## src/rtl/phase_sequencer.sv

```systemverilog
// Phase sequencer: generates the 3-bit execution phase, latches the instruction register
// and holds the S/Z/C/V flags. Define PHASE_SEQ_ICOUNT_EN to build the retired-instruction counter.
module phase_sequencer #(
  parameter int unsigned IR_WIDTH     = 16,
  parameter int unsigned ICOUNT_WIDTH = 32,
  parameter logic [2:0]  FLAG_PHASE   = 3'b011
) (
  input  logic                    clk,
  input  logic                    rst,
  input  logic                    start,
  input  logic                    stop,
  input  logic                    step,
  input  logic                    hlt,
  input  logic [IR_WIDTH-1:0]     mem_rdata,
  input  logic [3:0]              alu_flags,
  input  logic                    flag_we,
  output logic [2:0]              phase,
  output logic [IR_WIDTH-1:0]     ir,
  output logic                    S,
  output logic                    Z,
  output logic                    C,
  output logic                    V,
  output logic                    pc_update,
  output logic                    running,
  output logic                    halted,
  output logic [ICOUNT_WIDTH-1:0] icount
);

  typedef enum logic [1:0] {StIdle, StRun, StStep, StHalt} state_e;

  state_e                state_q, state_d;
  logic [2:0]            phase_q, phase_d;
  logic                  stop_pend_q, stop_pend_d;
  logic                  start_q, stop_q, step_q;
  logic [IR_WIDTH-1:0]   ir_q;
  logic [3:0]            flags_q;

  logic start_edge, stop_edge, step_edge;
  logic hlt_valid, retire;

  assign start_edge = start & ~start_q;
  assign stop_edge  = stop & ~stop_q;
  assign step_edge  = step & ~step_q;

  // Decoder hlt is only meaningful once the instruction has been latched.
  assign hlt_valid = hlt && (phase_q >= 3'd2) && (phase_q <= 3'd5);
  assign retire    = (phase_q == 3'd5) && (state_q == StRun || state_q == StStep) && !hlt;

  always_comb begin
    state_d     = state_q;
    phase_d     = phase_q;
    stop_pend_d = stop_pend_q;
    unique case (state_q)
      StIdle: begin
        phase_d     = 3'd0;
        stop_pend_d = 1'b0;
        if (start_edge) begin
          state_d = StRun;
          phase_d = 3'd1;
        end else if (step_edge) begin
          state_d = StStep;
          phase_d = 3'd1;
        end
      end
      StRun: begin
        if (stop_edge) stop_pend_d = 1'b1;
        if (hlt_valid) begin
          state_d     = StHalt;
          phase_d     = 3'd0;
          stop_pend_d = 1'b0;
        end else if (phase_q == 3'd5) begin
          if (stop_pend_q) begin
            state_d     = StIdle;
            phase_d     = 3'd0;
            stop_pend_d = 1'b0;
          end else begin
            phase_d = 3'd1;
          end
        end else if (phase_q >= 3'd1 && phase_q <= 3'd4) begin
          phase_d = phase_q + 3'd1;
        end else begin
          state_d     = StIdle;
          phase_d     = 3'd0;
          stop_pend_d = 1'b0;
        end
      end
      StStep: begin
        if (hlt_valid) begin
          state_d = StHalt;
          phase_d = 3'd0;
        end else if (phase_q >= 3'd1 && phase_q <= 3'd4) begin
          phase_d = phase_q + 3'd1;
        end else begin
          state_d = StIdle;
          phase_d = 3'd0;
        end
      end
      StHalt: begin
        phase_d     = 3'd0;
        stop_pend_d = 1'b0;
      end
      default: begin
        state_d     = StIdle;
        phase_d     = 3'd0;
        stop_pend_d = 1'b0;
      end
    endcase
  end

  always_ff @(posedge clk) begin
    if (!rst) begin
      state_q     <= StIdle;
      phase_q     <= 3'd0;
      stop_pend_q <= 1'b0;
      start_q     <= 1'b0;
      stop_q      <= 1'b0;
      step_q      <= 1'b0;
      ir_q        <= '0;
      flags_q     <= 4'd0;
    end else begin
      state_q     <= state_d;
      phase_q     <= phase_d;
      stop_pend_q <= stop_pend_d;
      start_q     <= start;
      stop_q      <= stop;
      step_q      <= step;
      if (phase_q == 3'd1) ir_q <= mem_rdata;
      if (phase_q == FLAG_PHASE && flag_we) flags_q <= alu_flags;
    end
  end

`ifdef PHASE_SEQ_ICOUNT_EN
  logic [ICOUNT_WIDTH-1:0] icount_q;

  always_ff @(posedge clk) begin
    if (!rst) begin
      icount_q <= '0;
    end else if (retire) begin
      icount_q <= icount_q + 1'b1;
    end
  end

  assign icount = icount_q;
`else
  logic unused_retire;
  assign unused_retire = retire;
  assign icount        = '0;
`endif

  assign phase     = phase_q;
  assign ir        = ir_q;
  assign S         = flags_q[3];
  assign Z         = flags_q[2];
  assign C         = flags_q[1];
  assign V         = flags_q[0];
  assign pc_update = (phase_q == 3'd5);
  assign running   = (state_q == StRun);
  assign halted    = (state_q == StHalt);

endmodule
```

## config.mk

```make
export PLATFORM = sky130hd
export DESIGN_NAME = phase_sequencer
export DESIGN_NICKNAME = d
export VERILOG_FILES = /design/src/rtl/phase_sequencer.sv
export SDC_FILE = /design/constraint.sdc
export NUM_CORES = 1
export LEC_CHECK = 0
export ABC_AREA = 0
export CORE_AREA = 2 2 79 62
export CTS_BUF_LIST = sky130_fd_sc_hd__clkbuf_2 sky130_fd_sc_hd__clkbuf_4 sky130_fd_sc_hd__clkbuf_8
export DETAILED_ROUTE_END_ITERATION = 6
export DIE_AREA = 0 0 81 64
export GPL_TIMING_DRIVEN = 0
export PLACE_DENSITY = 0.83
export SETUP_SLACK_MARGIN = 0.2
export SYNTH_ARGS = -nofsm -noshare
export SYNTH_HDL_FRONTEND = slang
export SYNTH_SLANG_ARGS = --single-unit
```

## constraint.sdc

```tcl
create_clock -name clk -period 1.8 [get_ports clk]
set_clock_uncertainty 0.05 [all_clocks]
set_input_delay 0.18 -clock clk [delete_from_list [all_inputs] [get_ports clk]]
set_output_delay 0.18 -clock clk [all_outputs]
set_load 0.01 [all_outputs]
```

==> results.sh, run 1 <==
export IMPL_outcome="complete, no violations"
export IMPL_fp_dieW_um=81
export IMPL_final_cell_area_mm2=0.00248
export IMPL_gp_congestion=0.745
export IMPL_grt_pass1_wl_um=5540
export IMPL_internal_power_w=0.00164
export IMPL_cts_hold_buf=0
export IMPL_r2r_setup_slack_ns=0.17
export IMPL_htreeDepth=2
export IMPL_num_rows=21
export IMPL_cellPowerDensity_mw_per_mm2=1010
export IMPL_hp_start="rst"
export IMPL_die_area_mm2=0.00518
export IMPL_fin_nets=320
export IMPL_endpoint_kind="register"
export IMPL_synth_adder_area_share=0.0703
export IMPL_multi_input_area_um2=862
export IMPL_grt_pass1_vias=1285
export IMPL_hold_slack_ns=0.244
export IMPL_muxShareOfSynthArea=0
export IMPL_crit_path_start="phase[1]"
export IMPL_setup_violations=0
export IMPL_synth_area_leader_cell="dfxtp_1"
export IMPL_synth_common_cells="nand2_1, buf_4, dfxtp_1, a21boi_0, ha_1"
export IMPL_grt_overflow=0
export IMPL_cts_root_buf="clkbuf_8"
export IMPL_ios=85
export IMPL_die_h_um=64
export IMPL_holdCritPathClass="in2reg"
export IMPL_num_vias=1439
export IMPL_worst_path_buf_inv=3
export IMPL_async_flop_share=0
export IMPL_ir_worst_vdd_mv=0.507
export IMPL_fill_cells=415
export IMPL_yosys_area_share_simple=0.205
export IMPL_ys_top_cells_by_area="dfxtp_1, buf_4, nand2_1"
export IMPL_cts_tree="built"
export IMPL_leakage_nw=1.09
export IMPL_coreArea_mm2=0.00436
export IMPL_crit_family="simple AND/OR/NAND/NOR gates"
export IMPL_arrival_ns=1.78
export IMPL_n_antenna_cell=0
export IMPL_synth_compound_area_frac=0.166
export IMPL_viasPerCell=4.21
export IMPL_synth_top_family_by_area="simple AND/OR/NAND/NOR gates"
export IMPL_cp_slowest_cell="dfxtp_4"
export IMPL_drt_iter0_drc=35
export IMPL_route_detailed_drc=0
export IMPL_antenna_found_initial=0
export IMPL_area_delta_synth_final_pct=54.7
export IMPL_grt_max_degree=11
export IMPL_max_stage_delay_ns=0.36
export IMPL_avgSynthCellArea_um2=8.39
export IMPL_period_share=0.905
export IMPL_synth_xor_area_share=0
export IMPL_ys_ff_latch=29
export IMPL_synth_edff_count=0
export IMPL_seqPwrFrac=0.339
export IMPL_power_switching_w=0.000857
export IMPL_finalSetupTns_ns=0
export IMPL_yosysUniqueCellTypes=33
export IMPL_pwr_share_clk=0.231
export IMPL_wl_per_cell_um=10.5
export IMPL_cts_buffers=5
export IMPL_io_buffers=51
export IMPL_grtUsageTotal=0.138
export IMPL_yosysMostFrequentCell="nand2_1"
export IMPL_ys_warnings_count=0
export IMPL_clk_pin_slew_ns=0.06
export IMPL_netlist_area_mm2=0.00160
export IMPL_place_detailed_hpwl_um=2700
export IMPL_min_period_ns=1.63
export IMPL_regArea_um2=591
export IMPL_critical_path_class="reg2reg"
export IMPL_worstReg2RegStart="phase[1]"
export IMPL_ant_nets=0
export IMPL_slew_violations=0
export IMPL_finalHoldViolations=0
export IMPL_dr_pass1_iters=4
export IMPL_layout_drive_gt1_share=0.214
export IMPL_worst_path_max_fanout=8
export IMPL_syn_inst=191
export IMPL_cap_violations=0
export IMPL_initial_core_util=0.367
export IMPL_clkSinkCount=29
export IMPL_max_freq_mhz=614
export IMPL_p_sw_frac=0.343
export IMPL_cp_cell_sequence="inv_2, ha_4, buf_6, buf_4, nand4b_1, nor2_1, nor3_2, o211ai_1, o22ai_1"
export IMPL_cp_start_kind="register"
export IMPL_ys_flop_type="dfxtp_1"
export IMPL_critPathRequiredTime_ns=1.95
export IMPL_combPwrFrac=0.430
export IMPL_clk_latency_ns=0.28
export IMPL_wirelength_um=3580
export IMPL_cts_buffer_depth=2
export IMPL_synth_top_area_frac=0.362
export IMPL_place_area_mm2=0.00232
export IMPL_synth_seq_area_share=0.362
export IMPL_rsz0062_at_grt="true"
flip-flops by register name, summed over array words and instances (netlist names):
register and flops:
flags_q 4, ir 16, phase 3, state_q 2
step_q 1, stop_pend_q 1, start_q 1, stop_q 1
layout by cell type, fill, tap and decap left out, types with 4 or more instances in the layout:
cell and count:
a21boi_0 17, a21oi_1 4, and2_1 4, buf_4 36, clkbuf_4 4, clkbuf_8 6, clkdlybuf4s50_1 47, conb_1 32
dfxtp_1 25, ha_1 8, inv_1 5, nand2_1 40, nand3_1 4, nor2_1 6
power by group through the flow:
| stage | clock network, W | registers (W) | logic [W] |
|---|---|---|---|
| after CTS | 0.000596 | 0.000853 | 0.00103 |
| after detailed placement | 0 | 0.000860 | 0.000991 |
| final | 0.000576 | 0.000847 | 0.00107 |
| after floorplan | 0 | 0.000877 | 0.000605 |
| after global routing | 0.000633 | 0.000859 | 0.00120 |
| after global placement | 0 | 0.000852 | 0.000975 |
final cells by class:
cell class / instances / share of cell area
Tap cell: 57 / 0.0288
Inverter: 6 / 0.00908
Multi-Input combinational cell: 147 / 0.348
Sequential cell: 29 / 0.238
Buffer: 40 / 0.121
Timing Repair Buffer: 55 / 0.216
Clock buffer: 8 / 0.0394
logic make-up after synthesis:
kind of cell,count (synthesis)
flops,29
fa+ha+maj,9
other cells,1
buf+inv,46
compound gates,37
simple gates,69
tightest hold or removal path: stages:
cell and delay [ns]:
clkbuf_1 0.18, o21ai_0 0.12, a21oi_1 0.05
routing by layer:
layer	GRT usage	vias up	routed length [um]
met5	0	-	0
met4	0.0508	0	30
met3	0.0452	5	342
met2	0.223	52	1640
met1	0.171	626	1570
li1	-	756	-
metrics by stage:
| stage | total power (W) | cells | util | setup slack (ns) |
|---|---|---|---|---|
| finish | 0.00250 | 342 | 0.569 | 0.171 |
| global route | 0.00269 | 342 | 0.569 | 0.0626 |
| CTS | 0.00248 | 341 | 0.563 | 0.166 |
| detailed placement | 0.00185 | 330 | 0.532 | 0.0259 |
| global placement | 0.00183 | 330 | 0.532 | 0.0835 |
| floorplan | 0.00148 | 222 | - | 0.201 |
worst paths after layout:
check	to	depth (start not counted)
min reg2reg	ir[8]	2
max	state_q[0]	9
max reg2reg	state_q[0]	9
min	state_q[1]	3
timing repair:
action | in CTS | in global routing
endpoints found under the setup margin | 17 | 18
resized for setup | 10 | 10
hold endpoints to repair | 0 | 0
pin swaps | 3 | 1
setup buffers | 3 | 1
No activity file was read; power rests on OpenSTA's default activity.
==> run 2: changes to the inputs <==
Settings changed: ABC_CLOCK_PERIOD_IN_PS set to 1800.
==> results of run 2 <==
Same layout as run 1: the final DEF is identical, and so are final timing and power.
==> RTL change, RTL diff (config.mk and constraints of run 1) <==
Encoding of `state_e`: now one-hot (4 bits for 4 states).
--- a/src/rtl/phase_sequencer.sv
+++ b/src/rtl/phase_sequencer.sv
@@ -28,3 +28,3 @@
 
-  typedef enum logic [1:0] {StIdle, StRun, StStep, StHalt} state_e;
+  typedef enum logic [3:0] {StIdle = 4'b0001, StRun = 4'b0010, StStep = 4'b0100, StHalt = 4'b1000} state_e;
 
Function: no difference found for any inputs over 10 cycles, from zero or initial values and one cycle with rst low; not proved beyond that.
==> RTL change against run 1 <==
Cell area up 9.0%. Routed wire length up 21%. Fmax down 7.4%. Die area unchanged. Via count up 14%. Worst setup slack worse by 0.13 ns. Utilization up 5.1 points. Sequential cell count up 2. Area after synthesis up 2.3%. Power down 7.0%. Largest cell class is now buffers. Highest routed layer unchanged.
==> RTL change: results <==
{
  "run_status": "complete, no violations",
  "post_drt_wl_per_cell_um": 11.8,
  "yosysWarnings": 0,
  "p_leak_nw": 1.15,
  "fillers": 403,
  "arrival_ns": 1.93,
  "cts_inserted_buffers": 5,
  "peakVddDrop_mv": 0.506,
  "drive_gt1_share_pct": 28.1,
  "num_vias": 1646,
  "cts-root-buf": "clkbuf_8",
  "highest_layer": "met4",
  "p_sw_share_pct": 32.8,
  "grt_pass1_vias": 1504,
  "portBuffers": 52,
  "wl_met2_um": 2040,
  "wl_met1_um": 1850,
  "nets": 339,
  "grt_max_degree": 11,
  "antenna_found_initial": 0,
  "synthArstFlopShare_pct": 0,
  "ys_top_cells_by_count": "44 x nand2_1, 32 x buf_4, 31 x dfxtp_1, 24 x a21oi_1, 8 x inv_1",
  "path_clk_slew_ns": 0.07,
  "drt_iter0_drc": 89,
  "htreeDepth": 2,
  "antenna_cells": 0,
  "grt_usage_pct": 16.7,
  "clock_path_buffers": 2,
  "ys_seq_area_share_pct": 37.8,
  "dp_hpwl_um": 3090,
  "place_area_mm2": 0.00241,
  "largest_reg_flops": 16,
  "worstSkewPairLatency_ns": 0.27,
  "hold_class": "input port to flop",
  "yosys.cell_types.count": 36,
  "grt_pass1_wl_um": 6800,
  "synthTopCellsByArea": "dfxtp_1 38%, buf_4 15%, nand2_1 10%",
  "wl_met3_um": 351,
  "gp_congestion": 0.873,
  "firstDrtPassIters": 4,
  "cp_max_fo": 7
}
==> RTL change: cell count changes after synthesis, moves of 3 or more <==
cell | before | now
a21boi_0 | 19 | 0
a21oi_1 | 4 | 24
a31oi_1 | 1 | 4
clkbuf_1 | 3 | 6
ha_1 | 9 | 3
nand2_1 | 40 | 44
nand2b_1 | 0 | 5
nor3b_1 | 3 | 0
o211ai_1 | 1 | 5
==> RTL change: power by group through the flow <==
stage                     Clock, W  Combinational [W]  Sequential, W
after floorplan                  0           0.000453       0.000872
after global placement           0           0.000736       0.000852
after detailed placement         0           0.000752       0.000856
after CTS                 0.000548           0.000853       0.000849
after global routing      0.000578            0.00101       0.000867
final                     0.000532           0.000936       0.000854
==> RTL change: what timing repair did <==
action	CTS	global route
endpoints found under the setup margin	23	21
gates cloned	1	0
buffers inserted	5	5
resized for setup	26	21
hold endpoints to repair	0	0
pin swaps	5	9
hold buffers	0	0
==> RTL change: through the flow <==
step	utilization (%)	power, W	setup WS [ns]	instances	hold slack, ns
4_1_cts	60.2	0.00225	-0.0332	362	0.397
3_5_place_dp	55.3	0.00161	-0.0552	348	0.397
5_1_grt	62.0	0.00246	-0.0331	367	0.403
2_1_floorplan	-	0.00132	0.0803	239	0.246
3_3_place_gp	55.3	0.00159	0.00187	348	0.391
6_report	62.0	0.00232	0.0399	367	0.400
==> RTL change: final cells by class <==
class	count	area share [%]
Buffer	42	12.7
Clock buffer	6	2.82
Clock inverter	2	0.463
Inverter	8	1.30
Multi-Input combinational cell	158	34.6
Sequential cell	31	23.1
Tap cell	57	2.64
Timing Repair Buffer	63	22.4
==> RTL change: path summary, 6_finish.rpt <==
kind         cells past startpoint  slack [ns]          to          from
max                              5        0.04  state_q[3]    state_q[2]
min                              3        0.40       ir[2]  mem_rdata[2]
max reg2reg                      5        0.04  state_q[3]    state_q[2]
min reg2reg                      2        0.40  flags_q[2]    flags_q[2]
==> RTL change: layer usage <==
| metal | vias up | GRT usage, % |
|---|---|---|
| met3 | 10 | 4.66 |
| li1 | 836 | - |
| met2 | 67 | 27.2 |
| met5 | - | 0 |
| met1 | 733 | 20.8 |
| met4 | 0 | 6.36 |
==> RTL change: logic make-up (layout without fill, tap and decap cells) <==
logic type,after synthesis,in the layout,synth area share (%)
buffers and inverters,50,121,19.4
adder cells (fa/ha/maj),3,3,2.29
AO/OA/AOI/OAI,45,45,16.6
flip-flops,31,31,37.8
other,1,32,0.229
XOR/XNOR,2,2,1.07
AND/OR/NAND/NOR,76,76,22.6
==> RTL change: worst max-delay path, stage by stage (launching register included) <==
cell	delay, ns
dfxtp_1	0.31
buf_6	0.13
or4b_4	0.52
a2111o_1	0.38
nand3b_4	0.12
o221a_2	0.19
